`config.mk`:
```
export PLATFORM = sky130hd
export DESIGN_NAME = sumator_serial_flat
export DESIGN_NICKNAME = d
export VERILOG_FILES = /design/src/rtl/sumator_serial_if.sv /design/src/rtl/sumator_serial.sv /design/src/flat_wrapper.sv
export SDC_FILE = /design/constraint.sdc
export NUM_CORES = 1
export LEC_CHECK = 0
export ABC_AREA = 1
export BUFFER_PORTS_ARGS = -buffer_cell sky130_fd_sc_hd__buf_2
export CAP_MARGIN = 30
export CORE_MARGIN = 8
export CORE_UTILIZATION = 55
export CTS_BUF_LIST = sky130_fd_sc_hd__clkbuf_4 sky130_fd_sc_hd__clkbuf_8
export DETAILED_ROUTE_END_ITERATION = 16
export PLACE_DENSITY = 0.78
export SETUP_SLACK_MARGIN = 0.5
export SYNTH_ARGS = -nofsm -noshare
export SYNTH_HDL_FRONTEND = slang
export SYNTH_SLANG_ARGS = --single-unit
export TNS_END_PERCENT = 10
```
`constraint.sdc`:
```
create_clock -name clk -period 6.5 [get_ports clk]
set_input_delay 0.325 -clock clk [delete_from_list [all_inputs] [get_ports clk]]
set_output_delay 0.325 -clock clk [all_outputs]
set_load 0.05 [all_outputs]
```
`src/rtl/sumator_serial_if.sv`:
```
// Bus bundle for the chunk-serial adder/subtractor.
// The master drives operands and start; the slave returns the result and status.
interface sumator_serial_if #(
    parameter int WIDTH = 32
) ();
    logic             start;
    logic             sub;
    logic             carry_in;
    logic [WIDTH-1:0] in0;
    logic [WIDTH-1:0] in1;
    logic [WIDTH-1:0] out;
    logic             carry_out;
    logic             overflow;
    logic             busy;
    logic             done;

    modport master (
        output start, sub, carry_in, in0, in1,
        input  out, carry_out, overflow, busy, done
    );

    modport slave (
        input  start, sub, carry_in, in0, in1,
        output out, carry_out, overflow, busy, done
    );
endinterface

```
`src/rtl/sumator_serial.sv`:
```
// Chunk-serial adder/subtractor: adds CHUNK bits per clock over WIDTH/CHUNK cycles.
// Results are published only on completion, so out holds its value during RUN.
module sumator_serial #(
    parameter int WIDTH = 32,
    parameter int CHUNK = 8
) (
    input  logic            clk,
    input  logic            rst_n,
    sumator_serial_if.slave bus
);
    localparam int N  = WIDTH / CHUNK;
    localparam int IW = (N > 1) ? $clog2(N) : 1;

    typedef enum logic {
        IDLE,
        RUN
    } state_t;

    state_t           state;
    state_t           state_nx;
    logic [IW-1:0]    idx;
    logic [WIDTH-1:0] a_q;
    logic [WIDTH-1:0] b_q;
    logic [WIDTH-1:0] shadow;
    logic [WIDTH-1:0] result;
    logic             sub_q;
    logic             carry;
    logic [CHUNK-1:0] a_c;
    logic [CHUNK-1:0] b_c;
    logic [CHUNK:0]   sum_c;
    logic             msb_cin;
    logic             accept;
    logic             last;
    int               base;

    always_ff @(posedge clk or negedge rst_n) begin
        if (!rst_n) begin
            state <= IDLE;
        end else begin
            state <= state_nx;
        end
    end

    always_comb begin
        state_nx = state;
        unique case (state)
            IDLE: if (bus.start) state_nx = RUN;
            RUN:  if (last) state_nx = IDLE;
        endcase
    end

    always_comb begin
        bus.busy = (state == RUN);
        accept   = (state == IDLE) && bus.start;
        last     = (state == RUN) && (idx == IW'(N - 1));
    end

    // One chunk of the ripple per cycle; b is inverted in subtract mode.
    always_comb begin
        base    = int'(idx) * CHUNK;
        a_c     = a_q[base +: CHUNK];
        b_c     = b_q[base +: CHUNK] ^ {CHUNK{sub_q}};
        sum_c   = {1'b0, a_c} + {1'b0, b_c} + {{CHUNK{1'b0}}, carry};
        msb_cin = a_c[CHUNK-1] ^ b_c[CHUNK-1] ^ sum_c[CHUNK-1];
        result  = shadow;
        result[base +: CHUNK] = sum_c[CHUNK-1:0];
    end

    always_ff @(posedge clk or negedge rst_n) begin
        if (!rst_n) begin
            idx           <= '0;
            a_q           <= '0;
            b_q           <= '0;
            shadow        <= '0;
            sub_q         <= 1'b0;
            carry         <= 1'b0;
            bus.out       <= '0;
            bus.carry_out <= 1'b0;
            bus.overflow  <= 1'b0;
            bus.done      <= 1'b0;
        end else begin
            bus.done <= last;
            if (accept) begin
                a_q   <= bus.in0;
                b_q   <= bus.in1;
                sub_q <= bus.sub;
                carry <= bus.sub | bus.carry_in;
                idx   <= '0;
            end else if (state == RUN) begin
                shadow[base +: CHUNK] <= sum_c[CHUNK-1:0];
                carry <= sum_c[CHUNK];
                idx   <= idx + 1'b1;
                if (last) begin
                    idx           <= '0;
                    bus.out       <= result;
                    bus.carry_out <= sum_c[CHUNK];
                    bus.overflow  <= msb_cin ^ sum_c[CHUNK];
                end
            end
        end
    end
endmodule
```
`src/flat_wrapper.sv`:
```
// flat-port wrapper written by rule: the top's interface ports become plain ports
module sumator_serial_flat 
#(
    parameter int WIDTH = 32,
    parameter int CHUNK = 8
)
  (clk, rst_n, bus_start, bus_sub, bus_carry_in, bus_in0, bus_in1, bus_out, bus_carry_out, bus_overflow, bus_busy, bus_done);
  sumator_serial_if #(.WIDTH(WIDTH)) bus_i ();
  input  logic clk;
  input  logic rst_n;
  input wire logic [$bits(bus_i.start)-1:0] bus_start;
  input wire logic [$bits(bus_i.sub)-1:0] bus_sub;
  input wire logic [$bits(bus_i.carry_in)-1:0] bus_carry_in;
  input wire logic [$bits(bus_i.in0)-1:0] bus_in0;
  input wire logic [$bits(bus_i.in1)-1:0] bus_in1;
  output wire logic [$bits(bus_i.out)-1:0] bus_out;
  output wire logic [$bits(bus_i.carry_out)-1:0] bus_carry_out;
  output wire logic [$bits(bus_i.overflow)-1:0] bus_overflow;
  output wire logic [$bits(bus_i.busy)-1:0] bus_busy;
  output wire logic [$bits(bus_i.done)-1:0] bus_done;
  assign bus_i.start = bus_start;
  assign bus_i.sub = bus_sub;
  assign bus_i.carry_in = bus_carry_in;
  assign bus_i.in0 = bus_in0;
  assign bus_i.in1 = bus_in1;
  assign bus_out = bus_i.out;
  assign bus_carry_out = bus_i.carry_out;
  assign bus_overflow = bus_i.overflow;
  assign bus_busy = bus_i.busy;
  assign bus_done = bus_i.done;
  sumator_serial #(.WIDTH(WIDTH), .CHUNK(CHUNK)) u_core (.clk(clk), .rst_n(rst_n), .bus(bus_i));
endmodule
```
Word level (Yosys, flattened, before mapping)
Index checks and enable logic that the tools add are counted.
- mux-type cells: 9
- reductions and logical operators: 5
- bitwise operators: 7
- eq/ne operators: 1
- shifts and indexed selects: 4
- add/sub/neg operators: 4
- operators with widths (operator ; count):
    32-bit by 6-bit indexed part select with 8-bit output ; 2
    5-bit negator with 33-bit output ; 1
    8-bit by 33-bit variable shift with 32-bit output (first input constant) ; 1
    8-bit by 33-bit indexed part select with 32-bit output ; 1
    32-bit bitwise mux ; 1
    8-bit by 8-bit adder with 9-bit output ; 1
    9-bit by 1-bit adder with 9-bit output ; 1
    8-bit XOR ; 1
    2-bit 2-to-1 mux ; 3
    1-bit 2-to-1 mux ; 4
    3-bit AND reduction ; 1
    1-bit XOR ; 3
    2-bit by 1-bit adder with 2-bit output (second input constant) ; 1
    2-bit == test (second input constant) ; 1
    1-bit logical AND ; 2
    1-bit inverter ; 2
    1-bit case mux with 2 select lines ; 1
    2-bit AND reduction ; 1
    2-bit nonzero test ; 1
    1-bit bitwise OR ; 1
- output and inout port bits: 36
- word-level logic and storage cells: 41
- bits of input ports: 69
- bits in registers: 136

Longest topological paths before layout
Gate-level depths: netlist (run 1).
- depth after elaboration: 6
- gate-level depth with buffers: 20
- gate-level depth less buffers: 18

Least setup slack after synthesis (run 1)
Ideal clock, no wire load.
- path kind: register -> register
- from: reg u_core.idx[0]
- to: reg u_core.bus.carry_out
- arrival: 2542 ps
- required time: 6381 ps
- setup slack: 3839 ps
- buffers on the path: 2
- stages on the path, launching flop included: 19
- library setup time: 119 ps
- clock period less this slack: 2661 ps
- path through: dfrtp_1 > inv_2 > buf_4 > buf_6 > nor2_1 > o22ai_1 > xor2_1 > fa_1 > inv_1 > fa_1 > nand2_1 > nand2_1 > nand3_1 > nand2_1 > nand2_1 > nand2_1 > a21oi_1 > nand2_1 > o21a_1
- longest elaborated chain between the ends: 4
- elaborated cells on any way between the ends: 8
- classes of those cells: 2 x add/sub; 1 x eq/ne; 2 x shift; 1 x bitwise; 2 x reduce/logical
- ends and longest elaborated chain (what ; line ; source):
    from (decl) ; sumator_serial.sv:21 ; logic [IW-1:0] idx;
    from (signal assigned) ; sumator_serial.sv:92 ; idx <= idx + 1'b1;
    32-bit by 6-bit indexed part select with 8-bit output ; sumator_serial.sv:62 ; b_c = b_q[base +: CHUNK] ^ {CHUNK{sub_q}};
    8-bit XOR ; sumator_serial.sv:62 ;
    8-bit by 8-bit adder with 9-bit output ; sumator_serial.sv:63 ; sum_c = {1'b0, a_c} + {1'b0, b_c} + {{CHUNK{1'b0}}, carry};
    9-bit by 1-bit adder with 9-bit output ; sumator_serial.sv:63 ;
    to (signal assigned) ; sumator_serial.sv:96 ; bus.carry_out <= sum_c[CHUNK];
    to (decl) ; sumator_serial_if.sv:24 ; output out, carry_out, overflow, busy, done
Parallel ways exist; a longest one is shown, timed or not.
A chain may end at the register's enable or synchronous reset.

Final worst setup path (run 1)
Ends and elaborated chain as after synthesis.

==> reports/results.tsv, run 1 <==
stage	metric	value	unit
worst_hold_path	Min-Delay Path Depth	3	
final_layout	commonest non-fill, non-tap cell in the layout	sky130_fd_sc_hd__nand2_1	
outcome	run status	complete, no violations	
die	number of I/O pins	105	
final_layout	layout cells sized above 1	0.176	
sta	Fmax achieved	283	MHz
synthesis	net count after synthesis	862	
synthesis	area fraction in and, or, nand and nor cells after synthesis	0.282	
worst_hold_path	worst min-delay path category	in2reg	
final_layout	Area Growth Syn to Fin	15.8	%
route	wirelength, routed	15500	um
synthesis	sequential element share of the synthesized area	0.523	
clock_network	Num CTS Buffers	17	
sta	Slew Limit Fails	0	
worst_setup_path	maximum fanout along the worst path	45	
worst_hold_path	Endpoint, Worst Hold	u_core.a_q[5]	
worst_setup_path	required time of the worst setup path	6.82	ns
sta	total of endpoints with negative setup slack in the final report	0	
synthesis	count of state elements after synthesis	128	
route	drt initial violations	387	
worst_setup_path	Critical Path Start Type	flop	
route	via count of the routed design	5357	
worst_setup_path	worst r2r path cells	17	
placed_design	weighted congestion at the end of routability-driven global placement	0.921	
synthesis	number of different library cells in the post-synthesis netlist	29	
die	number of core rows	38	
die	Die Wd	122	um
route	via density per instance	5.26	
clock_network	CTS Root Buffer Type	sky130_fd_sc_hd__clkbuf_8	
sta	Total Negative Setup Slacks	0	ns
worst_setup_path	slack of the worst reg-to-reg path	2.97	ns
worst_setup_path	crit-path cells	buf_4, inv_2, o21ai_0, o22ai_1, xor2_1, fa_1, inv_1, fa_1, nand2_1, nand2_1, nand3_1, nand2_1, nand2_1, nand2_1, a21oi_1, nand2_1, o21a_1	
sta	RSZ-0062 raised after global routing	no	
worst_setup_path	data arrival time of the critical path	3.85	ns
grt	largest net degree at the start of global routing	75	
worst_setup_path	Crit path top cell by count	sky130_fd_sc_hd__nand2_1	
die	effective utilization at floorplan	0.565	
route	post-detailed-route count of antenna-violating nets	0	
placed_design	half-perimeter wire length of the detailed placement result	11100	um
synthesis	xor-xnor portion of the synthesized cell area	0.0182	
placed_design	dpl cell area	0.00665	mm^2
synthesis	compound-gate portion of the synthesized area	0.0845	
clock_network	CTS HTree Levels	4	
sta	fin crit share	0.543	
synthesis	Mean Syn Cell Area	7.87	um^2
worst_hold_path	beginning of the worst hold path	bus_in0[5]	
final_layout	cell area after layout	0.00710	mm^2
worst_setup_path	Worst Setup End Kind	flop	
synthesis	warning count from the yosys run	0	
die	die area	0.0148	mm^2
final_layout	most frequent cells in the layout	sky130_fd_sc_hd__nand2_1 (378), sky130_fd_sc_hd__dfrtp_1 (128), sky130_fd_sc_hd__buf_2 (103)	
synthesis	arithmetic-cell share of the synthesized area counting full adders, half adders and majority gates	0.0310	
clock_network	insertion delay of the later-clocked pin in the worst-skew pair	0.43	ns
run	total of max-cap violations	0	
synthesis	dominant combinational cell family by area after synthesis	simple AND/OR/NAND/NOR gates	
grt	remaining global-route overflow	0	
clock_network	number of buffers inserted to repair setup after CTS	0	
grt	global router's overall resource usage	0.217	
synthesis	number of cells produced by synthesis	779	
worst_setup_path	critical path's largest stage delay	0.54	ns
route	Routed WL per cell	15.2	um
grt	global-route wire length before repair	25900	um
final_layout	final layout net count	949	
sta	Final Hold Fails	0	
synthesis	portion of netlist area occupied by mux cells	0	
clock_network	TritonCTS sink count	128	
sta	setup skew after layout	0.0155	ns
final_layout	number of inserted diodes	0	
route	DR pass1 iterations	5	
clock_network	clock transition at the registers of the reported paths	0.08	ns
worst_setup_path	reg-to-reg critical path endpoint	u_core.bus.carry_out	
die	die height	122	um
die	placeable core region	0.0108	mm^2
sta	worst slew margin relative to its limit	0.365	
final_layout	utilization of the core after routing	0.655	
clock_network	CTS tree	built	
final_layout	fill cell count	952	
placed_design	count of port buffers added during placement	104	
sta	Period minus WS final	3.53	ns
worst_setup_path	slowest CP cell	sky130_fd_sc_hd__inv_2	
grt	initial antenna violation count	0	
sta	transition time at the pin with the least slew margin	0.952	ns
worst_setup_path	r2r startpoint	u_core.idx[0]	
clock_network	CTS Buffer Depth	2	
synthesis	cell area after synthesis	0.00613	mm^2
route	DRC violation count after routing	0	
grt	vias in the first global route	5395	
worst_setup_path	startpoint-to-endpoint class of the critical path	reg2reg	
-- how the worst max path moves through the flow --
| stage | from | to | slack, ns |
|---|---|---|---|
| 3_3_place_gp | u_core.idx[0] | u_core.bus.overflow | 3.22 |
| 6_report | u_core.idx[0] | u_core.bus.carry_out | 2.97 |
| 3_5_place_dp | u_core.idx[0] | u_core.bus.carry_out | 3.06 |
| 2_1_floorplan | u_core.idx[0] | u_core.bus.carry_out | 3.84 |
| 5_1_grt | u_core.idx[0] | u_core.bus.overflow | 2.68 |
| 4_1_cts | u_core.idx[0] | u_core.bus.carry_out | 3.04 |
-- state kept, by name (all words and copies together) (netlist names), 2 cells and up --
register,cells
u_core.a_q,32
u_core.bus.out,32
u_core.idx,2
u_core.b_q,32
u_core.shadow,24
-- cell type report --
| cell class | instances | area [um^2] | share of cell area |
|---|---|---|---|
| inverter | 45 | 169 | 0.0238 |
| tap | 140 | 175 | 0.0247 |
| clock buffer | 18 | 248 | 0.0349 |
| sequential | 128 | 3200 | 0.451 |
| multi-input combinational | 565 | 2550 | 0.359 |
| timing repair buffer | 109 | 563 | 0.0794 |
| clock inverter | 14 | 189 | 0.0266 |
-- cells in the mapped netlist --
cell type	count	share of area
sky130_fd_sc_hd__buf_2	19	0.016
sky130_fd_sc_hd__a32o_1	1	0.0016
sky130_fd_sc_hd__fa_1	2	0.0065
sky130_fd_sc_hd__o21ai_1	2	0.0016
sky130_fd_sc_hd__buf_4	7	0.0086
sky130_fd_sc_hd__o21a_1	1	0.0012
sky130_fd_sc_hd__xnor2_1	1	0.0014
sky130_fd_sc_hd__xor2_1	8	0.011
sky130_fd_sc_hd__a21oi_1	5	0.0041
sky130_fd_sc_hd__inv_1	44	0.027
sky130_fd_sc_hd__or2_2	1	0.0010
sky130_fd_sc_hd__nor2_1	41	0.025
sky130_fd_sc_hd__a2bb2oi_1	1	0.0014
sky130_fd_sc_hd__o22ai_1	21	0.021
sky130_fd_sc_hd__nor2_2	1	0.0010
sky130_fd_sc_hd__ha_1	12	0.024
sky130_fd_sc_hd__inv_2	1	0.00061
sky130_fd_sc_hd__nand2_1	379	0.23
sky130_fd_sc_hd__buf_6	1	0.0018
sky130_fd_sc_hd__nand4_1	6	0.0061
sky130_fd_sc_hd__buf_1	2	0.0012
sky130_fd_sc_hd__xor2_2	1	0.0027
sky130_fd_sc_hd__nand2_2	4	0.0041
sky130_fd_sc_hd__xnor2_2	1	0.0027
sky130_fd_sc_hd__clkbuf_1	12	0.0073
sky130_fd_sc_hd__nand3_1	15	0.012
sky130_fd_sc_hd__dfrtp_1	128	0.52
sky130_fd_sc_hd__o21ai_0	58	0.047
sky130_fd_sc_hd__o21ai_2	4	0.0057
-- cells by family (layout without fill, tap and decap cells) --
logic type | count (synthesis) | in the layout
AND/OR/NAND/NOR | 447 | 447
flip-flops | 128 | 128
AO/OA/AOI/OAI | 93 | 93
buffers and inverters | 86 | 186
adder cells (fa/ha/maj) | 14 | 14
XOR/XNOR | 11 | 11
-- worst max-delay path, delay by kind of cell (launching register included) --
kind	cells	cell delay, ns
DFF	1	0.36
AOI/OAI and AO/OA	4	0.72
buffers and inverters	3	0.86
adders and majority gates	2	0.59
xor gates and xnor gates	1	0.21
and+or+nand+nor	7	0.65
-- stage by stage --
| stage | instances | setup slack [ns] | hold slack (ns) |
|---|---|---|---|
| 4_1_cts | 1019 | 3.04 | 0.0615 |
| 3_3_place_gp | 986 | 3.22 | 0.409 |
| 6_report | 1019 | 2.97 | 0.0851 |
| 5_1_grt | 1019 | 2.68 | 0.0686 |
| 2_1_floorplan | 779 | 3.84 | 0.0294 |
| 3_5_place_dp | 986 | 3.06 | 0.418 |
-- timing repair --
item	in CTS	in global routing
setup endpoints to repair	0	0
endpoints found under the hold margin	54	0
hold buffers	1	0
gates resized for setup	0	0
-- metal layers --
layer  wire length (um)  up-vias  global-route usage  share of wire
li1                   -     2604                   -              -
met1               6670     2509               0.280           0.43
met2               7470      218               0.350           0.48
met3               1080       26              0.0569          0.070
met4                313        0              0.0671          0.020
met5                  0        -                   0              0
Power of run 1 is not shown: default switching activity piles up to over one toggle a cycle in this logic, so the estimate is an artifact.
==> inputs of run 2 (changes only) <==
==> constraint.sdc (replaced) <==
create_clock -name clk -period 3.5 [get_ports clk]
set_input_delay 0.175 -clock clk [delete_from_list [all_inputs] [get_ports clk]]
set_output_delay 0.175 -clock clk [all_outputs]
set_load 0.05 [all_outputs]
==> reports/results.tsv, run 2 (same netlist as run 1, synthesis figures left out) <==
stage	metric	value	unit	change
clock_network	CTS HTree Levels	4		unchanged
sta	Fmax achieved	356	MHz	+26%
final_layout	Area Growth Syn to Fin	28.1	%	
run	total of max-cap violations	0		unchanged
worst_setup_path	Crit path top cell by count	sky130_fd_sc_hd__nand2_1		
worst_setup_path	reg-to-reg critical path endpoint	u_core.bus.out[14]		
worst_hold_path	worst min-delay path category	in2reg		
worst_setup_path	Worst Setup End Kind	flop		
clock_network	CTS tree	built		
placed_design	count of port buffers added during placement	104		unchanged
clock_network	insertion delay of the later-clocked pin in the worst-skew pair	0.45	ns	+0.02 ns
final_layout	number of inserted diodes	0		unchanged
final_layout	commonest non-fill, non-tap cell in the layout	sky130_fd_sc_hd__nand2_1		
sta	fin worst setup slack	0.694	ns	-2.27 ns
worst_setup_path	Critical path buffers and inverters	2		-1
final_layout	multi-input gate area in the final layout	0.00255	mm^2	unchanged
sta	RSZ-0062 raised after global routing	no		
power	sequential fraction of design power	0.289		
placed_design	half-perimeter wire length of the detailed placement result	11000	um	-1.2%
final_layout	most frequent cells in the layout	sky130_fd_sc_hd__nand2_1 (378), sky130_fd_sc_hd__dfrtp_1 (126), sky130_fd_sc_hd__buf_2 (104)		
sta	Total Negative Setup Slacks	0	ns	unchanged
worst_setup_path	worst setup path startpoint	u_core.idx[0]		
clock_network	CTS Buffer Depth	2		unchanged
clock_network	Num CTS Buffers	17		unchanged
sta	worst slew margin relative to its limit	0.495		+0.131
placed_design	worst slack, placed	0.493	ns	-2.57 ns
power	worst IR drop on VDD	0.587	mV	
worst_setup_path	required time of the worst setup path	3.88	ns	-2.94 ns
die	die height	122	um	unchanged
route	post-detailed-route count of antenna-violating nets	0		unchanged
final_layout	fill cell count	796		-16%
worst_setup_path	startpoint-to-endpoint class of the critical path	reg2reg		
clock_network	clock transition at the registers of the reported paths	0.07	ns	about the same
route	via density per instance	5.26		about the same
worst_setup_path	r2r startpoint	u_core.idx[0]		
worst_setup_path	Worst path top cell family by delay	simple AND/OR/NAND/NOR gates		
placed_design	weighted congestion at the end of routability-driven global placement	0.905		-1.7%
power	switching part of the total power	0.493		
final_layout	utilization of the core after routing	0.724		+0.0699
power	net switching component of the power	4.24	mW	
die	number of I/O pins	105		unchanged
grt	largest net degree at the start of global routing	72		-4.0%
worst_setup_path	critical path's largest stage delay	0.46	ns	-0.08 ns
worst_setup_path	worst r2r path cells	18		+1
grt	global router's overall resource usage	0.238		+0.0212
sta	Slew Limit Fails	0		unchanged
sta	total of endpoints with negative setup slack in the final report	0		unchanged
worst_setup_path	slack of the worst reg-to-reg path	0.69	ns	-2.27 ns
sta	Final Hold Fails	0		unchanged
route	via count of the routed design	5772		+7.7%
final_layout	FF/Latch Area	0.00321	mm^2	about the same
route	DRC violation count after routing	0		unchanged
worst_setup_path	data arrival time of the critical path	3.19	ns	-0.66 ns
worst_setup_path	Critical Path Start Type	flop		
clock_network	CTS Root Buffer Type	sky130_fd_sc_hd__clkbuf_8		
outcome	run status	complete, no violations		
route	drt initial violations	558		+44%
die	number of core rows	38		unchanged
power	Static Leakage	4.29	nW	
final_layout	final layout net count	1028		+8.3%
worst_setup_path	maximum fanout along the worst path	22		-51%
route	Routed WL per cell	15.6	um	+2.1%
sta	Period minus WS final	2.81	ns	-0.726 ns
power	total power divided by cell area	1090	mW/mm^2	
sta	setup skew after layout	0.0121	ns	-0.00334 ns
final_layout	largest registers ranked by flip-flop count	u_core.a_q x32, u_core.b_q x32, u_core.bus.out x32		
grt	global-route wire length before repair	28100	um	+8.5%
die	placeable core region	0.0108	mm^2	unchanged
clock_network	TritonCTS sink count	128		unchanged
grt	vias in the first global route	5934		+10%
worst_setup_path	count of cell instances traversed by the critical path	18		+1
final_layout	layout cells sized above 1	0.180		+0.00320
power	share of power burned in combinational logic	0.569		
worst_setup_path	end point of the critical path	u_core.bus.out[14]		
die	effective utilization at floorplan	0.565		unchanged
grt	initial antenna violation count	0		unchanged
power	clock group share of total power	0.142		
power	internal power consumption	4.36	mW	
sta	fin crit share	0.802		+0.258
sta	transition time at the pin with the least slew margin	0.757	ns	-0.195 ns
route	wirelength, routed	17100	um	+10%
worst_setup_path	crit-path cells	buf_12, o21ai_0, o22ai_1, xor2_1, fa_1, inv_1, fa_1, nand2_1, nand2_1, nand3_1, nand2_1, nand2_1, nand3_1, nor2_1, nand2_1, nand2_1, nand2_1, nand2_1		
grt	remaining global-route overflow	0		unchanged
placed_design	number of placed instances, taps included	992		+0.61%
worst_setup_path	slowest CP cell	sky130_fd_sc_hd__dfrtp_2		
die	die area	0.0148	mm^2	unchanged
final_layout	non-filler instance count after layout	1098		+7.8%
route	DR pass1 iterations	5		unchanged
die	Die Wd	122	um	unchanged
-- run 2: changes by cell type in the layout (fill, tap and decap cells not counted), sizes merged --
| cell | change |
|---|---|
| buf | +12 |
| bufinv | -3 |
| clkbuf | +6 |
| clkinv | -1 |
| clkinvlp | +1 |
| dlygate4sd3 | +65 |
| inv | -1 |
-- run 2: worst min-delay path by stage --
stage              start           endpoint  slack [ns]  cells past startpoint
4_1_cts        bus_start    u_core.bus.busy        0.06                      3
3_5_place_dp       rst_n  u_core.bus.out[4]        0.29                      1
3_3_place_gp       rst_n  u_core.bus.out[5]        0.28                      1
2_1_floorplan      rst_n      u_core.a_q[0]       -0.12                      0
5_1_grt        bus_start    u_core.bus.busy        0.08                      3
6_report       bus_start    u_core.bus.busy        0.08                      3
-- run 2: worst min-delay path, stage by stage --
cell	delay, ns
sky130_fd_sc_hd__buf_2	0.10
sky130_fd_sc_hd__nor2_1	0.08
sky130_fd_sc_hd__nor2_1	0.12
-- run 2: layout make-up --
type,instances,share of cell area
clock buffer,22,0.0378
clock inverter,10,0.0108
inverter,45,0.0221
tap,140,0.0223
multi-input combinational,565,0.325
sequential,128,0.408
timing repair buffer,188,0.174
-- run 2: layer usage --
metal,wire [um],GRT usage
met2,8410,0.399
met4,384,0.0894
met1,7140,0.287
met5,0,0
met3,1150,0.0652
-- run 2: through the flow --
| step | total power, mW | hold WS, ns | cell area, um^2 |
|---|---|---|---|
| floorplan | 6.01 | -0.121 | 6130 |
| global placement | 6.98 | 0.278 | 6720 |
| detailed placement | 7.13 | 0.287 | 6720 |
| CTS | 8.43 | 0.0616 | 7760 |
| global route | 9.28 | 0.0764 | 7850 |
| finish | 8.60 | 0.0811 | 7850 |
-- run 2: power groups by stage --
| stage | Combinational, mW | Sequential (mW) | Clock [mW] |
|---|---|---|---|
| 2_1_floorplan | 3.13 | 2.88 | 0 |
| 3_3_place_gp | 4.50 | 2.48 | 0 |
| 3_5_place_dp | 4.63 | 2.50 | 0 |
| 4_1_cts | 4.72 | 2.48 | 1.23 |
| 5_1_grt | 5.43 | 2.54 | 1.30 |
| 6_report | 4.90 | 2.49 | 1.22 |
-- run 2: repair_timing --
item	CTS	global route
endpoints found under the setup margin	8	35
setup buffers	0	7
pin swaps	0	1
gates resized for setup	1	8
gates cloned	0	1
endpoints found under the hold margin	122	0
hold buffers	66	0
Power figures use the tool's default switching activity.
==> inputs of run 3 (changes only) <==
--- a/config.mk
+++ b/config.mk
@@ -5,14 +5,14 @@
 export SDC_FILE = /design/constraint.sdc
 export NUM_CORES = 1
 export LEC_CHECK = 0
-export ABC_AREA = 1
+export ABC_AREA = 0
 export BUFFER_PORTS_ARGS = -buffer_cell sky130_fd_sc_hd__buf_2
 export CAP_MARGIN = 30
 export CORE_MARGIN = 8
 export CORE_UTILIZATION = 55
 export CTS_BUF_LIST = sky130_fd_sc_hd__clkbuf_4 sky130_fd_sc_hd__clkbuf_8
 export DETAILED_ROUTE_END_ITERATION = 16
-export PLACE_DENSITY = 0.78
+export PLACE_DENSITY = 0.79
 export SETUP_SLACK_MARGIN = 0.5
 export SYNTH_ARGS = -nofsm -noshare
 export SYNTH_HDL_FRONTEND = slang
==> constraint.sdc (replaced) <==
create_clock -name clk -period 2.8 [get_ports clk]
set_input_delay 0.14 -clock clk [delete_from_list [all_inputs] [get_ports clk]]
set_output_delay 0.14 -clock clk [all_outputs]
set_load 0.05 [all_outputs]
==> reports/results.tsv, run 3 <==
stage	metric	value	unit	change
outcome	run status	finished, violations left		
outcome	violations in the final reports	negative setup slack		
clock_network	CTS Buffer Depth	2		unchanged
synthesis	number of cells produced by synthesis	446		-43%
final_layout	layout cells sized above 1	0.445		+0.265
synthesis	primary flip-flop cell chosen by synthesis mapping	sky130_fd_sc_hd__dfrtp_1		
worst_setup_path	Worst Setup End Kind	flop		
clock_network	CTS Root Buffer Type	sky130_fd_sc_hd__clkbuf_8		
final_layout	Area Growth Syn to Fin	37.2	%	
worst_setup_path	worst r2r path cells	10		-8
sta	total of endpoints with negative setup slack in the final report	24		+24
worst_setup_path	required time of the worst setup path	3.18	ns	-0.70 ns
clock_network	TritonCTS sink count	128		unchanged
route	Routed WL per cell	21.7	um	+40%
synthesis	number of different library cells in the post-synthesis netlist	48		+66%
die	Die Wd	119	um	-1.8%
final_layout	final layout net count	722		-30%
final_layout	largest registers ranked by flip-flop count	u_core.a_q x32, u_core.b_q x32, u_core.bus.out x32		
final_layout	utilization of the core after routing	0.778		+0.0533
die	number of I/O pins	105		unchanged
sta	fin crit share	1.03		+0.224
grt	largest net degree at the start of global routing	67		-6.9%
worst_setup_path	slack of the worst reg-to-reg path	-0.07	ns	-0.77 ns
worst_setup_path	maximum fanout along the worst path	7		-68%
grt	global-route wire length before repair	27600	um	-2.0%
worst_setup_path	startpoint-to-endpoint class of the critical path	reg2reg		
worst_setup_path	r2r startpoint	u_core.idx[0]		
synthesis	sequential element share of the synthesized area	0.545		+0.0224
route	post-detailed-route count of antenna-violating nets	0		unchanged
route	wirelength, routed	17200	um	+0.39%
route	DRT met1 WL	6340	um	-11%
synthesis	arithmetic-cell share of the synthesized area counting full adders, half adders and majority gates	0.0324		+0.00133
worst_hold_path	worst min-delay path category	in2async		
die	die area	0.0143	mm^2	-3.6%
synthesis	net count after synthesis	529		-39%
route	drt initial violations	354		-37%
synthesis	cell area after synthesis	0.00588	mm^2	-4.1%
clock_network	CTS HTree Levels	4		unchanged
synthesis	warning count from the yosys run	0		unchanged
worst_setup_path	count of cell instances traversed by the critical path	10		-8
sta	RSZ-0062 raised after global routing	yes		
final_layout	most frequent cells in the layout	sky130_fd_sc_hd__dfrtp_1 (127), sky130_fd_sc_hd__buf_2 (103), sky130_fd_sc_hd__dlygate4sd3_1 (67)		
route	DRC violation count after routing	0		unchanged
die	effective utilization at floorplan	0.567		+0.00140
route	DR pass1 iterations	5		unchanged
worst_setup_path	Worst path top cell family by delay	adder cells		
route	via density per instance	5.85		+11%
sta	Slew Limit Fails	0		unchanged
synthesis	portion of synthesized cell area occupied by the leading cell type	0.545		+0.0224
synthesis	Post-synth ARST share	1.00		unchanged
synthesis	list of most frequent post-synthesis cells	sky130_fd_sc_hd__dfrtp_1 (128), sky130_fd_sc_hd__mux2_2 (65), sky130_fd_sc_hd__nor2_1 (32), sky130_fd_sc_hd__nand2_1 (29), sky130_fd_sc_hd__a22o_1 (23)		
grt	initial antenna violation count	1		+1
synthesis	xor-xnor portion of the synthesized cell area	0.0251		+0.00695
sta	transition time at the pin with the least slew margin	0.725	ns	-0.0316 ns
synthesis	biggest area consumer among synthesized cells	sky130_fd_sc_hd__dfrtp_1		
grt	vias in the first global route	5228		-12%
synthesis	count of state elements after synthesis	128		unchanged
worst_setup_path	Critical path buffers and inverters	1		-1
route	uppermost layer routed	met4		
clock_network	insertion delay of the later-clocked pin in the worst-skew pair	0.44	ns	about the same
synthesis	top-count cell post-synth	sky130_fd_sc_hd__dfrtp_1		
sta	worst slew margin relative to its limit	0.517		+0.0210
worst_setup_path	Critical Path Start Type	flop		
run	total of max-cap violations	0		unchanged
route	via count of the routed design	4616		-20%
worst_setup_path	crit-path cells	mux4_2, xnor2_2, fa_1, inv_1, fa_2, a211oi_4, o21ai_2, xor2_4, and2_1, a21o_1		
final_layout	commonest non-fill, non-tap cell in the layout	sky130_fd_sc_hd__dfrtp_1		
die	placeable core region	0.0104	mm^2	-4.3%
die	die height	119	um	-1.8%
placed_design	half-perimeter wire length of the detailed placement result	9980	um	-8.9%
die	number of core rows	37		-2.6%
clock_network	CTS tree	built		
clock_network	Num CTS Buffers	17		unchanged
clock_network	clock transition at the registers of the reported paths	0.08	ns	about the same
grt	global router's overall resource usage	0.248		+0.0103
sta	fin worst setup slack	-0.0728	ns	-0.766 ns
worst_setup_path	worst setup path startpoint	u_core.idx[0]		
worst_setup_path	slowest CP cell	sky130_fd_sc_hd__mux4_2		
placed_design	weighted congestion at the end of routability-driven global placement	0.900		-0.63%
synthesis	compound-gate portion of the synthesized area	0.112		+0.0279
synthesis	cells taking the most area after synthesis	sky130_fd_sc_hd__dfrtp_1 (54%), sky130_fd_sc_hd__mux2_2 (12%), sky130_fd_sc_hd__mux4_2 (6.1%)		
sta	setup skew after layout	0.0109	ns	-0.00126 ns
sta	Final Hold Fails	0		unchanged
sta	Period minus WS final	2.87	ns	+0.0664 ns
synthesis	Mean Syn Cell Area	13.2	um^2	+67%
route	Routed met3 length	1120	um	-2.7%
synthesis	area fraction in and, or, nand and nor cells after synthesis	0.0694		-0.212
placed_design	count of port buffers added during placement	104		unchanged
worst_setup_path	data arrival time of the critical path	3.26	ns	+0.07 ns
worst_setup_path	end point of the critical path	u_core.bus.out[30]		
route	length of routed met2 wiring	9010	um	+7.1%
sta	Fmax achieved	348	MHz	-2.3%
synthesis	dominant combinational cell family by area after synthesis	multiplexers		
grt	remaining global-route overflow	0		unchanged
worst_setup_path	reg-to-reg critical path endpoint	u_core.bus.out[30]		
synthesis	portion of netlist area occupied by mux cells	0.188		+0.188
synthesis	number of flops mapped to enable cells by yosys	0		unchanged
worst_setup_path	critical path's largest stage delay	0.56	ns	+0.10 ns
==> run 3: cell count changes after synthesis, moves of 9 or more <==
| cell | before | now |
|---|---|---|
| sky130_fd_sc_hd__nand2_1 | 379 | 29 |
| sky130_fd_sc_hd__mux2_2 | 0 | 65 |
| sky130_fd_sc_hd__o21ai_0 | 58 | 7 |
| sky130_fd_sc_hd__inv_1 | 44 | 10 |
| sky130_fd_sc_hd__a22o_1 | 0 | 23 |
| sky130_fd_sc_hd__o22ai_1 | 21 | 0 |
| sky130_fd_sc_hd__mux4_2 | 0 | 16 |
| sky130_fd_sc_hd__a221oi_1 | 0 | 15 |
| sky130_fd_sc_hd__nand3_1 | 15 | 0 |
| sky130_fd_sc_hd__o21ai_1 | 2 | 16 |
| sky130_fd_sc_hd__nor2_1 | 41 | 32 |
==> run 3: worst min path at each step <==
stage | start | end | slack [ns] | depth (start not counted)
after global routing | rst_n | u_core.b_q[9] | 0.08 | 2
after detailed placement | rst_n | u_core.b_q[6] | -0.02 | 1
final | rst_n | u_core.b_q[9] | 0.07 | 2
after floorplan | rst_n | u_core.a_q[0] | -0.16 | 0
after CTS | rst_n | u_core.sub_q | 0.07 | 2
after global placement | rst_n | u_core.b_q[6] | -0.03 | 1
==> run 3: final cells by class <==
cell class	instances	area (um^2)
Multi-Input combinational cell	281	2750
Clock inverter	10	184
Clock buffer	22	278
Tap cell	136	170
Inverter	12	45.0
Timing Repair Buffer	199	1440
Fill cell	612	2300
Antenna cell	1	2.50
Sequential cell	128	3200
==> run 3: per-layer routing <==
metal | vias up | track usage
li1 | 2020 | -
met1 | 2312 | 0.265
met5 | - | 0
met3 | 63 | 0.0756
met4 | 0 | 0.138
met2 | 221 | 0.431
==> run 3: kinds of logic (layout without fill, tap and decap cells) <==
group | count (synthesis) | count (layout)
multiplexers | 82 | 82
AO/OA/AOI/OAI | 88 | 88
flip-flops | 128 | 128
buffers and inverters | 37 | 243
other | 0 | 1
XOR/XNOR | 13 | 13
AND/OR/NAND/NOR | 84 | 84
adder cells (fa/ha/maj) | 14 | 14
==> run 3: per-stage QoR <==
stage	TNS (ns)	instance area, um^2	setup slack, ns	cells	hold slack (ns)
floorplan	0	5910	0.0177	446	-0.156
global route	-2.97	8070	-0.150	789	0.0844
detailed placement	-0.872	6710	-0.0891	688	-0.0223
CTS	-0.00597	8020	-0.00432	788	0.0695
global placement	-0.160	6710	-0.0321	688	-0.0270
finish	-0.884	8070	-0.0728	789	0.0744
==> run 3: what timing repair did <==
item,CTS,global route
endpoints found under the setup margin,52,55
setup buffers,1,0
hold endpoints to repair,194,0
pin swaps,16,16
hold buffers,67,0
resized for setup,26,8
==> run 3: worst register-to-register path, cell delays in order, from the launching register on <==
cell                       delay (ns)
sky130_fd_sc_hd__dfrtp_2         0.42
sky130_fd_sc_hd__mux4_2          0.56
sky130_fd_sc_hd__xnor2_2         0.17
sky130_fd_sc_hd__fa_1            0.42
sky130_fd_sc_hd__inv_1           0.10
sky130_fd_sc_hd__fa_2            0.26
sky130_fd_sc_hd__a211oi_4        0.09
sky130_fd_sc_hd__o21ai_2         0.21
sky130_fd_sc_hd__xor2_4          0.33
sky130_fd_sc_hd__and2_1          0.18
sky130_fd_sc_hd__a21o_1          0.08
Power of run 3 is left out for the same reason.
